[src/rtl/stage3_fence_pkg.sv]
// Shared state encoding and defaults for the stage3 FENCE.I / SFENCE.VMA sequencer.
package stage3_fence_pkg;

  typedef enum logic [2:0] {
    IDLE,
    D_WAIT,
    I_WAIT,
    TLB_WAIT,
    DONE
  } fence_state_t;

  localparam int TIMEOUT_CYCLES_DEFAULT = 4096;
  localparam int ASID_LENGTH_DEFAULT    = 9;

  function automatic logic is_wait(input fence_state_t s);
    return (s == D_WAIT) || (s == I_WAIT) || (s == TLB_WAIT);
  endfunction

endpackage

[src/rtl/stage3_fence_sequencer_watchdog.sv]
// Per-state watchdog: counts enabled cycles since the last clear and flags the
// TIMEOUT_CYCLES-th one combinationally; TIMEOUT_CYCLES of 0 disables it.
module fence_watchdog #(
  parameter int CNT_W          = 13,
  parameter int TIMEOUT_CYCLES = 4096
) (
  input  logic CLK,
  input  logic nRST,
  input  logic i_clear,
  input  logic i_enable,
  output logic o_expire
);

  localparam logic [CNT_W-1:0] LIMIT = CNT_W'((TIMEOUT_CYCLES > 0) ? (TIMEOUT_CYCLES - 1) : 0);
  localparam logic             ARMED = (TIMEOUT_CYCLES > 0);

  logic [CNT_W-1:0] r_cnt;

  always_ff @(posedge CLK or negedge nRST) begin
    if (!nRST) begin
      r_cnt <= '0;
    end else if (i_clear) begin
      r_cnt <= '0;
    end else if (i_enable) begin
      r_cnt <= r_cnt + 1'b1;
    end
  end

  assign o_expire = ARMED & i_enable & (r_cnt == LIMIT);

endmodule

[src/rtl/stage3_fence_sequencer.sv]
// Orders D$ writeback -> I$ invalidate -> ITLB/DTLB fence for FENCE.I / SFENCE.VMA in MEM.
// Pulses one cycle after acceptance; fence_done one cycle after the last done; stalls MEM meanwhile.
module stage3_fence_sequencer
  import stage3_fence_pkg::*;
#(
  parameter int ASID_LENGTH    = ASID_LENGTH_DEFAULT,
  parameter int TIMEOUT_CYCLES = TIMEOUT_CYCLES_DEFAULT,
  parameter int CNT_W          = 13
) (
  input  logic                   CLK,
  input  logic                   nRST,
  input  logic                   i_ifence_req,
  input  logic                   i_sfence_req,
  input  logic [ASID_LENGTH-1:0] i_req_asid,
  input  logic [31:0]            i_req_va,
  output logic                   o_dcache_flush,
  input  logic                   i_dflush_done,
  output logic                   o_icache_flush,
  input  logic                   i_iflush_done,
  output logic                   o_itlb_fence,
  output logic                   o_dtlb_fence,
  input  logic                   i_itlb_fence_done,
  input  logic                   i_dtlb_fence_done,
  output logic [ASID_LENGTH-1:0] o_fence_asid,
  output logic [31:0]            o_fence_va,
  output logic                   o_fence_stall,
  output logic                   o_fence_done,
  output logic                   o_timeout_err
);

  fence_state_t           r_state, w_next;
  logic                   r_dcache_flush, r_icache_flush, r_tlb_fence, r_fence_done;
  logic                   r_timeout_err, r_sfence_pend, r_abort;
  logic                   r_itlb_got, r_dtlb_got;
  logic [ASID_LENGTH-1:0] r_asid;
  logic [31:0]            r_va;

  logic w_any_req, w_in_wait, w_abort, w_expire, w_wd_clear;
  logic w_itlb_got, w_dtlb_got;
  logic w_pulse_d, w_pulse_i, w_pulse_t, w_pulse_done, w_latch;

  assign w_any_req  = i_ifence_req | i_sfence_req;
  assign w_in_wait  = is_wait(r_state);
  // A flushed instruction stays aborted for the rest of the current WAIT even if a new req appears.
  assign w_abort    = r_abort | ~w_any_req;
  assign w_itlb_got = r_itlb_got | i_itlb_fence_done;
  assign w_dtlb_got = r_dtlb_got | i_dtlb_fence_done;
  assign w_wd_clear = (w_next != r_state) | ~w_in_wait;

  fence_watchdog #(
    .CNT_W          (CNT_W),
    .TIMEOUT_CYCLES (TIMEOUT_CYCLES)
  ) u_watchdog (
    .CLK      (CLK),
    .nRST     (nRST),
    .i_clear  (w_wd_clear),
    .i_enable (w_in_wait),
    .o_expire (w_expire)
  );

  always_comb begin
    w_next       = r_state;
    w_pulse_d    = 1'b0;
    w_pulse_i    = 1'b0;
    w_pulse_t    = 1'b0;
    w_pulse_done = 1'b0;
    w_latch      = 1'b0;
    case (r_state)
      IDLE: begin
        if (i_ifence_req) begin
          w_next    = D_WAIT;
          w_pulse_d = 1'b1;
          w_latch   = i_sfence_req;
        end else if (i_sfence_req) begin
          w_next    = TLB_WAIT;
          w_pulse_t = 1'b1;
          w_latch   = 1'b1;
        end
      end
      D_WAIT: begin
        if (i_dflush_done | w_expire) begin
          if (w_abort) begin
            w_next = IDLE;
          end else begin
            w_next    = I_WAIT;
            w_pulse_i = 1'b1;
          end
        end
      end
      I_WAIT: begin
        if (i_iflush_done | w_expire) begin
          if (w_abort) begin
            w_next = IDLE;
          end else if (r_sfence_pend) begin
            w_next    = TLB_WAIT;
            w_pulse_t = 1'b1;
          end else begin
            w_next       = DONE;
            w_pulse_done = 1'b1;
          end
        end
      end
      TLB_WAIT: begin
        if ((w_itlb_got & w_dtlb_got) | w_expire) begin
          if (w_abort) begin
            w_next = IDLE;
          end else begin
            w_next       = DONE;
            w_pulse_done = 1'b1;
          end
        end
      end
      DONE: begin
        if (!w_any_req) begin
          w_next = IDLE;
        end
      end
      default: w_next = IDLE;
    endcase
  end

  always_ff @(posedge CLK or negedge nRST) begin
    if (!nRST) begin
      r_state        <= IDLE;
      r_dcache_flush <= 1'b0;
      r_icache_flush <= 1'b0;
      r_tlb_fence    <= 1'b0;
      r_fence_done   <= 1'b0;
      r_timeout_err  <= 1'b0;
      r_sfence_pend  <= 1'b0;
      r_abort        <= 1'b0;
      r_itlb_got     <= 1'b0;
      r_dtlb_got     <= 1'b0;
      r_asid         <= '0;
      r_va           <= '0;
    end else begin
      r_state        <= w_next;
      r_dcache_flush <= w_pulse_d;
      r_icache_flush <= w_pulse_i;
      r_tlb_fence    <= w_pulse_t;
      r_fence_done   <= w_pulse_done;
      r_abort        <= w_in_wait & (w_next == r_state) & w_abort;
      if (w_expire) begin
        r_timeout_err <= 1'b1;
      end
      if (r_state == IDLE) begin
        r_sfence_pend <= i_ifence_req & i_sfence_req;
      end else if ((r_state == I_WAIT) && (w_next != I_WAIT)) begin
        r_sfence_pend <= 1'b0;
      end
      // TLB dones are sticky only while we keep waiting; any exit clears them.
      if ((r_state == TLB_WAIT) && (w_next == TLB_WAIT)) begin
        r_itlb_got <= w_itlb_got;
        r_dtlb_got <= w_dtlb_got;
      end else begin
        r_itlb_got <= 1'b0;
        r_dtlb_got <= 1'b0;
      end
      if (w_latch) begin
        r_asid <= i_req_asid;
        r_va   <= i_req_va;
      end
    end
  end

  assign o_dcache_flush = r_dcache_flush;
  assign o_icache_flush = r_icache_flush;
  assign o_itlb_fence   = r_tlb_fence;
  assign o_dtlb_fence   = r_tlb_fence;
  assign o_fence_done   = r_fence_done;
  assign o_timeout_err  = r_timeout_err;
  assign o_fence_asid   = r_asid;
  assign o_fence_va     = r_va;
  assign o_fence_stall  = w_any_req & (r_state != DONE);

endmodule

[config.mk]
export PLATFORM = sky130hd
export DESIGN_NAME = stage3_fence_sequencer
export DESIGN_NICKNAME = d
export VERILOG_FILES = /design/src/rtl/stage3_fence_pkg.sv /design/src/rtl/stage3_fence_sequencer_watchdog.sv /design/src/rtl/stage3_fence_sequencer.sv
export SDC_FILE = /design/constraint.sdc
export NUM_CORES = 1
export LEC_CHECK = 0
export ABC_AREA = 1
export BUFFER_PORTS_ARGS = -buffer_cell sky130_fd_sc_hd__buf_4
export CORE_MARGIN = 2
export CORE_UTILIZATION = 30
export DETAILED_ROUTE_END_ITERATION = 8
export PLACE_DENSITY = 0.53
export SLEW_MARGIN = 25
export SYNTH_ARGS = -nofsm -noshare
export SYNTH_HDL_FRONTEND = slang
export SYNTH_SLANG_ARGS = --single-unit
[constraint.sdc]
create_clock -name CLK -period 4.68 [get_ports CLK]
set_input_delay 0.234 -clock CLK [delete_from_list [all_inputs] [get_ports CLK]]
set_output_delay 0.234 -clock CLK [all_outputs]
set_load 0.03 [all_outputs]
# Word-level counts from Yosys, hierarchy flattened
# Index checks and enable logic that the tools add are counted.
# Widths: inputs -> output; s select.
[word_totals]
ff_bits = 66
mem_bits_rw = 0
romBits = 0
n_memories = 0
latchBits = 0
[op_classes]
addsub = 1
div = 0
shift = 0
reduce_logical = 7
mux = 35
bitwise = 16
n_mul = 0
order_cmp = 0
n_eq_ne = 10
[ops]
columns = ["cell", "count"]
rows = [
  ["$mux 3", 9],
  ["$mux 13", 2],
  ["$mux 1", 20],
  ["$pmux 3 s5", 1],
  ["$add 13x1->13 const B", 1],
  ["$eq 13x12->1 const B", 1],
  ["$eq 3x2->1 const B", 3],
  ["$or 1x1->1", 8],
  ["$and 1x1->1", 6],
  ["$pmux 1 s2", 2],
  ["$reduce_bool 2->1", 2],
  ["$eq 3x1->1 const B", 1],
  ["$eq 3x3->1", 1],
  ["$eq 3x3->1 const B", 1],
  ["$logic_not 3->1", 1],
  ["$ne 3x2->1 const B", 1],
  ["$ne 3x3->1", 1],
  ["$ne 3x3->1 const B", 1],
  ["$logic_and 1x1->1", 2],
  ["$logic_or 1x1->1", 2],
  ["$mux 2", 1],
  ["$not 1->1", 2],
]

# Longest topological paths before layout
[logic_depth]
word_depth = 11
mapped_depth = 13

# Modules after synthesis
# A second synthesis with hierarchy kept.
[unflattened]
cells_unflattened = 272
area_unflattened_um2 = 3128.0
[by_module_without_submodules]
columns = ["mod", "instances", "cells_per_inst", "area_each_um2", "seq_area_each_um2"]
rows = [
  ["stage3_fence_sequencer", 1, 171, 2341.0, 1326.3],
  ["fence_watchdog", 1, 101, 787.0, 325.3],
]

# Worst setup path before layout
# Ideal clock, no wire load.
[synth_path]
kind = "register to register"
from = "reg u_watchdog.r_cnt[0]"
to = "reg u_watchdog.r_cnt[12]"
setup_time_ns = 0.126
t_required_ns = 4.554
t_arrival_ns = 1.605
synth_period_minus_slack_ns = 1.731
path_stages_with_launch = 12
slack_ns = 2.949
path_cell_list = "dfrtp_1 > ha_1 > nand3_4 > nor2_8 > nand3_4 > nand3_4 > nand2_1 > nor2_1 > nand2_1 > nand2_2 > buf_6 > nor3_2"
[synth_between]
elab_chain_len = 8
[synth_rtl]
columns = ["item", "line_no", "text"]
rows = [
  ["start: declaration", "stage3_fence_sequencer_watchdog.sv:17", "logic [CNT_W-1:0] r_cnt;"],
  ["start signal: assignment", "stage3_fence_sequencer_watchdog.sv:25", "r_cnt <= r_cnt + 1'b1;"],
  ["$eq 13x12->1", "stage3_fence_sequencer_watchdog.sv:29", "assign o_expire = ARMED & i_enable & (r_cnt == LIMIT);"],
  ["$and 1x1->1", "stage3_fence_sequencer_watchdog.sv:29", ""],
  ["$or 1x1->1, on equally long branches", "stage3_fence_sequencer.sv:104, stage3_fence_sequencer.sv:81, stage3_fence_sequencer.sv:91", ""],
  ["$mux 3, on equally long branches", "stage3_fence_sequencer.sv:104, stage3_fence_sequencer.sv:81, stage3_fence_sequencer.sv:91", ""],
  ["$pmux 3 s5", "stage3_fence_sequencer.sv:68", "case (r_state)"],
  ["$ne 3x3->1", "stage3_fence_sequencer.sv:48", "assign w_wd_clear = (w_next != r_state) | ~w_in_wait;"],
  ["$or 1x1->1", "stage3_fence_sequencer.sv:48", ""],
  ["$mux 13 or $reduce_bool 2->1 (tied branches)", "n/a", ""],
]
# Parallel ways exist; a longest one is shown, timed or not. The select of a mux whose other input is x is not followed.
# A chain may end at the register's enable or synchronous reset.

# Worst setup path in the final report
[layout_path]
from = "reg r_state[1]"
to = "reg u_watchdog.r_cnt[2]"
[layout_between]
elab_chain_len = 10
[layout_rtl]
columns = ["item", "line_no", "text"]
rows = [
  ["start: declaration", "stage3_fence_sequencer.sv:31", "fence_state_t r_state, w_next;"],
  ["start signal: assignment", "stage3_fence_sequencer.sv:137", "r_state <= w_next;"],
  ["$eq 3x1->1 or $eq 3x2->1 (tied branches)", "stage3_fence_pkg.sv:16, stage3_fence_sequencer.sv:68", ""],
  ["$logic_or 1x1->1 (2 in series)", "stage3_fence_pkg.sv:16", "return (s == D_WAIT) || (s == I_WAIT) || (s == TLB_WAIT);"],
  ["$and 1x1->1", "stage3_fence_sequencer_watchdog.sv:29", ""],
  ["$or 1x1->1, on equally long branches", "stage3_fence_sequencer.sv:104, stage3_fence_sequencer.sv:81, stage3_fence_sequencer.sv:91", ""],
  ["$mux 3, on equally long branches", "stage3_fence_sequencer.sv:104, stage3_fence_sequencer.sv:81, stage3_fence_sequencer.sv:91", ""],
  ["$pmux 3 s5", "stage3_fence_sequencer.sv:68", ""],
  ["$ne 3x3->1", "stage3_fence_sequencer.sv:48", ""],
  ["$or 1x1->1", "stage3_fence_sequencer.sv:48", ""],
  ["$mux 13 or $reduce_bool 2->1 (tied branches)", "n/a", ""],
]
# Parallel ways exist; a longest one is shown, timed or not.

==> qor.csv <==
metric,value,unit
ys_top_cells_by_area,"dfrtp_1 57%, mux2_2 16%, nor3_2 3.8%",
area_growth,37.2,%
crit_arrival,2420,ps
p_leak,1.93,nW
row_count,35,
crit_type,reg -> reg,
wl_met1,2360,um
dr_wl_met2,2850,um
synth_area,2910,um^2
rsz0062_at_grt,false,
drive_above_1_share,53.8,%
first_global_vias,2234,
drc_errors,0,
numCtsBuffers,9,
synthCells,237,
clk_path_buf_depth,2,
yosys.area.top_type,dfrtp_1,
worst_hold_path_type,in -> async,
portBuffers,96,
clock_latency,330,ps
cts_root_buf,clkbuf_8,
p_per_area,713,nW/um^2
grt_max_degree,67,
dieArea,10500,um^2
cts_tree,yes,
finalHoldViolCount,15,
firstDrtPassIters,4,
status,"complete, but fails checks",
maxSlewViolCount,0,
whs,-28.8,ps
clkTransAtPathRegs,80,ps
initial_core_util,31.2,%
wl_per_cell,12.7,um
power.total,2.85,mW
finClkSkew,8.24,ps
cts_setup_buffers,0,
period_minus_slack,2180,ps
worstPathRequired,4920,ps
crit_fanout,44,
h-tree-depth,3,
synth_fp_nets,287,
fin_tns_setup,0,ps
gp_congestion,0.782,
cts_hold_buf,0,
netlist.area_leader.share,56.8,%
nets,387,
yosysWarnings,0,
relSlewSlack,45.2,%
die_h,102,um
fmax,458,MHz
vias_per_cell,4.36,
io_pins,97,
antenna_found_initial,0,
die_x,102,um
dr_wl_met3,735,um
cts_resized,0,
async_flop_share,100,%
netlist-cell-type-count,32,
grt_use_total,12.7,%
drt_iter0_drc,59,
setup-violations-final,0,
synth_edf_count,0,
overflow,0,
vias,2053,
n_fill_cell,909,
post-route-period-util,46.7,%
diodes,0,
dpl.hpwl,4270,um
grt_pass1_wl,10200,um
worstSetupEndpointType,flop,
maxCapViolations,0,
drtAntennaViolNets,0,
synth-seq-cells,66,
ys_seq_area_share,56.8,%
wl,5970,um
synth.avg_cell_area,12.3,um^2
critPathLaunchType,flop,
worst_pin_slew,822,ps
synth_ff_type,dfrtp_1,
ir_drop,379,uV
core_area,9330,um^2
top_layer,met4,
violations,negative hold slack,
cts_sinks,66,
cells in the final DEF, fill, tap and decap left out, drive strengths merged:
cell type   n
ha          1
o211ai      1
dfrtp      66
nand3      15
inv        24
bufinv      3
o21a        1
nand2      25
xnor2       2
nand4       2
a21boi      1
xor2        8
mux2       41
nor3       18
clkinvlp    2
buf        96
o21ai       3
clkinv      1
clkbuf     10
nor2       20
or2         2
area by class of cell:
type / instances / area [um^2] / area share (%)
Clock buffer: 10 / 128 / 3.20
Clock inverter: 6 / 114 / 2.85
Inverter: 24 / 90.1 / 2.26
Tap cell: 129 / 161 / 4.04
Sequential cell: 66 / 1650 / 41.4
Timing Repair Buffer: 96 / 721 / 18.1
Multi-Input combinational cell: 140 / 1130 / 28.2
cell families after synthesis:
kind of cell / share of synthesized area, %
compound gates: 1.29
buf+inv: 4.69
fa+ha+maj: 0.430
mux: 15.9
xor+xnor: 3.01
simple gates: 17.9
flops: 56.8
synthesized netlist by cell type (3+ instances only):
cell type / number
nand3_4: 3
nand2_2: 5
inv_2: 4
inv_1: 19
buf_2: 4
nor3_2: 11
nand3_1: 10
mux2_2: 41
nor3_1: 6
dfrtp_1: 66
xor2_1: 8
nor2_1: 16
nand2_1: 19
flip-flops by register name, indices dropped and copies added (netlist names):
register and flops:
o_timeout_err 1, o_fence_asid 9, r_state 3, u_watchdog.r_cnt 13
r_abort 1, o_icache_flush 1, r_itlb_got 1, r_sfence_pend 1
o_fence_va 32, o_dtlb_fence 1, r_dtlb_got 1, o_fence_done 1
o_dcache_flush 1
worst max-delay path, stage by stage, from the launching register on:
cell and delay, ps:
dfrtp_1 430, nor2_2 200, inv_2 70, nor2_4 120, nand2_4 320, nor2_1 200, nor2_1 50, nand2_1 80
nor2_1 60, nand2_1 70, nand2_2 230, nor3_1 240
routing by layer:
layer  global-route usage (%)  vias to the layer above
li1                         -                      979
met1                     14.6                      994
met2                     19.7                       78
met3                     8.14                        2
met4                     3.38                        0
met5                        0                        -
stage by stage:
step,utilization [%],worst slack (ps),hold slack (ps),instance area [um^2],instances
5_1_grt,42.8,2190,60.7,3990,471
3_5_place_dp,40.1,2160,401,3740,455
6_report,42.8,2500,-28.8,3990,471
2_1_floorplan,-,2950,-61.6,2910,237
4_1_cts,42.7,2130,20.6,3990,471
3_3_place_gp,40.1,2190,410,3740,455
worst paths after layout:
kind | start | to | slack, ps | depth (start not counted)
setup / recovery | r_state[1] | u_watchdog.r_cnt[2] | 2500 | 11
hold reg to reg | o_timeout_err | o_timeout_err | 470 | 2
hold / removal | nRST | r_dtlb_got | -30 | 1
min in group CLK | i_req_asid[2] | o_fence_asid[2] | 130 | 2
setup reg to reg | r_state[1] | u_watchdog.r_cnt[2] | 2500 | 11
max in group asynchronous | nRST | o_fence_va[22] | 4140 | 1
where the power goes:
part	switching (mW)	internal (mW)	total, mW
clock	0.223	0.356	0.579
combinational	0.822	0.532	1.35
sequential	0.123	0.790	0.913
No activity file was read; power rests on OpenSTA's default activity.
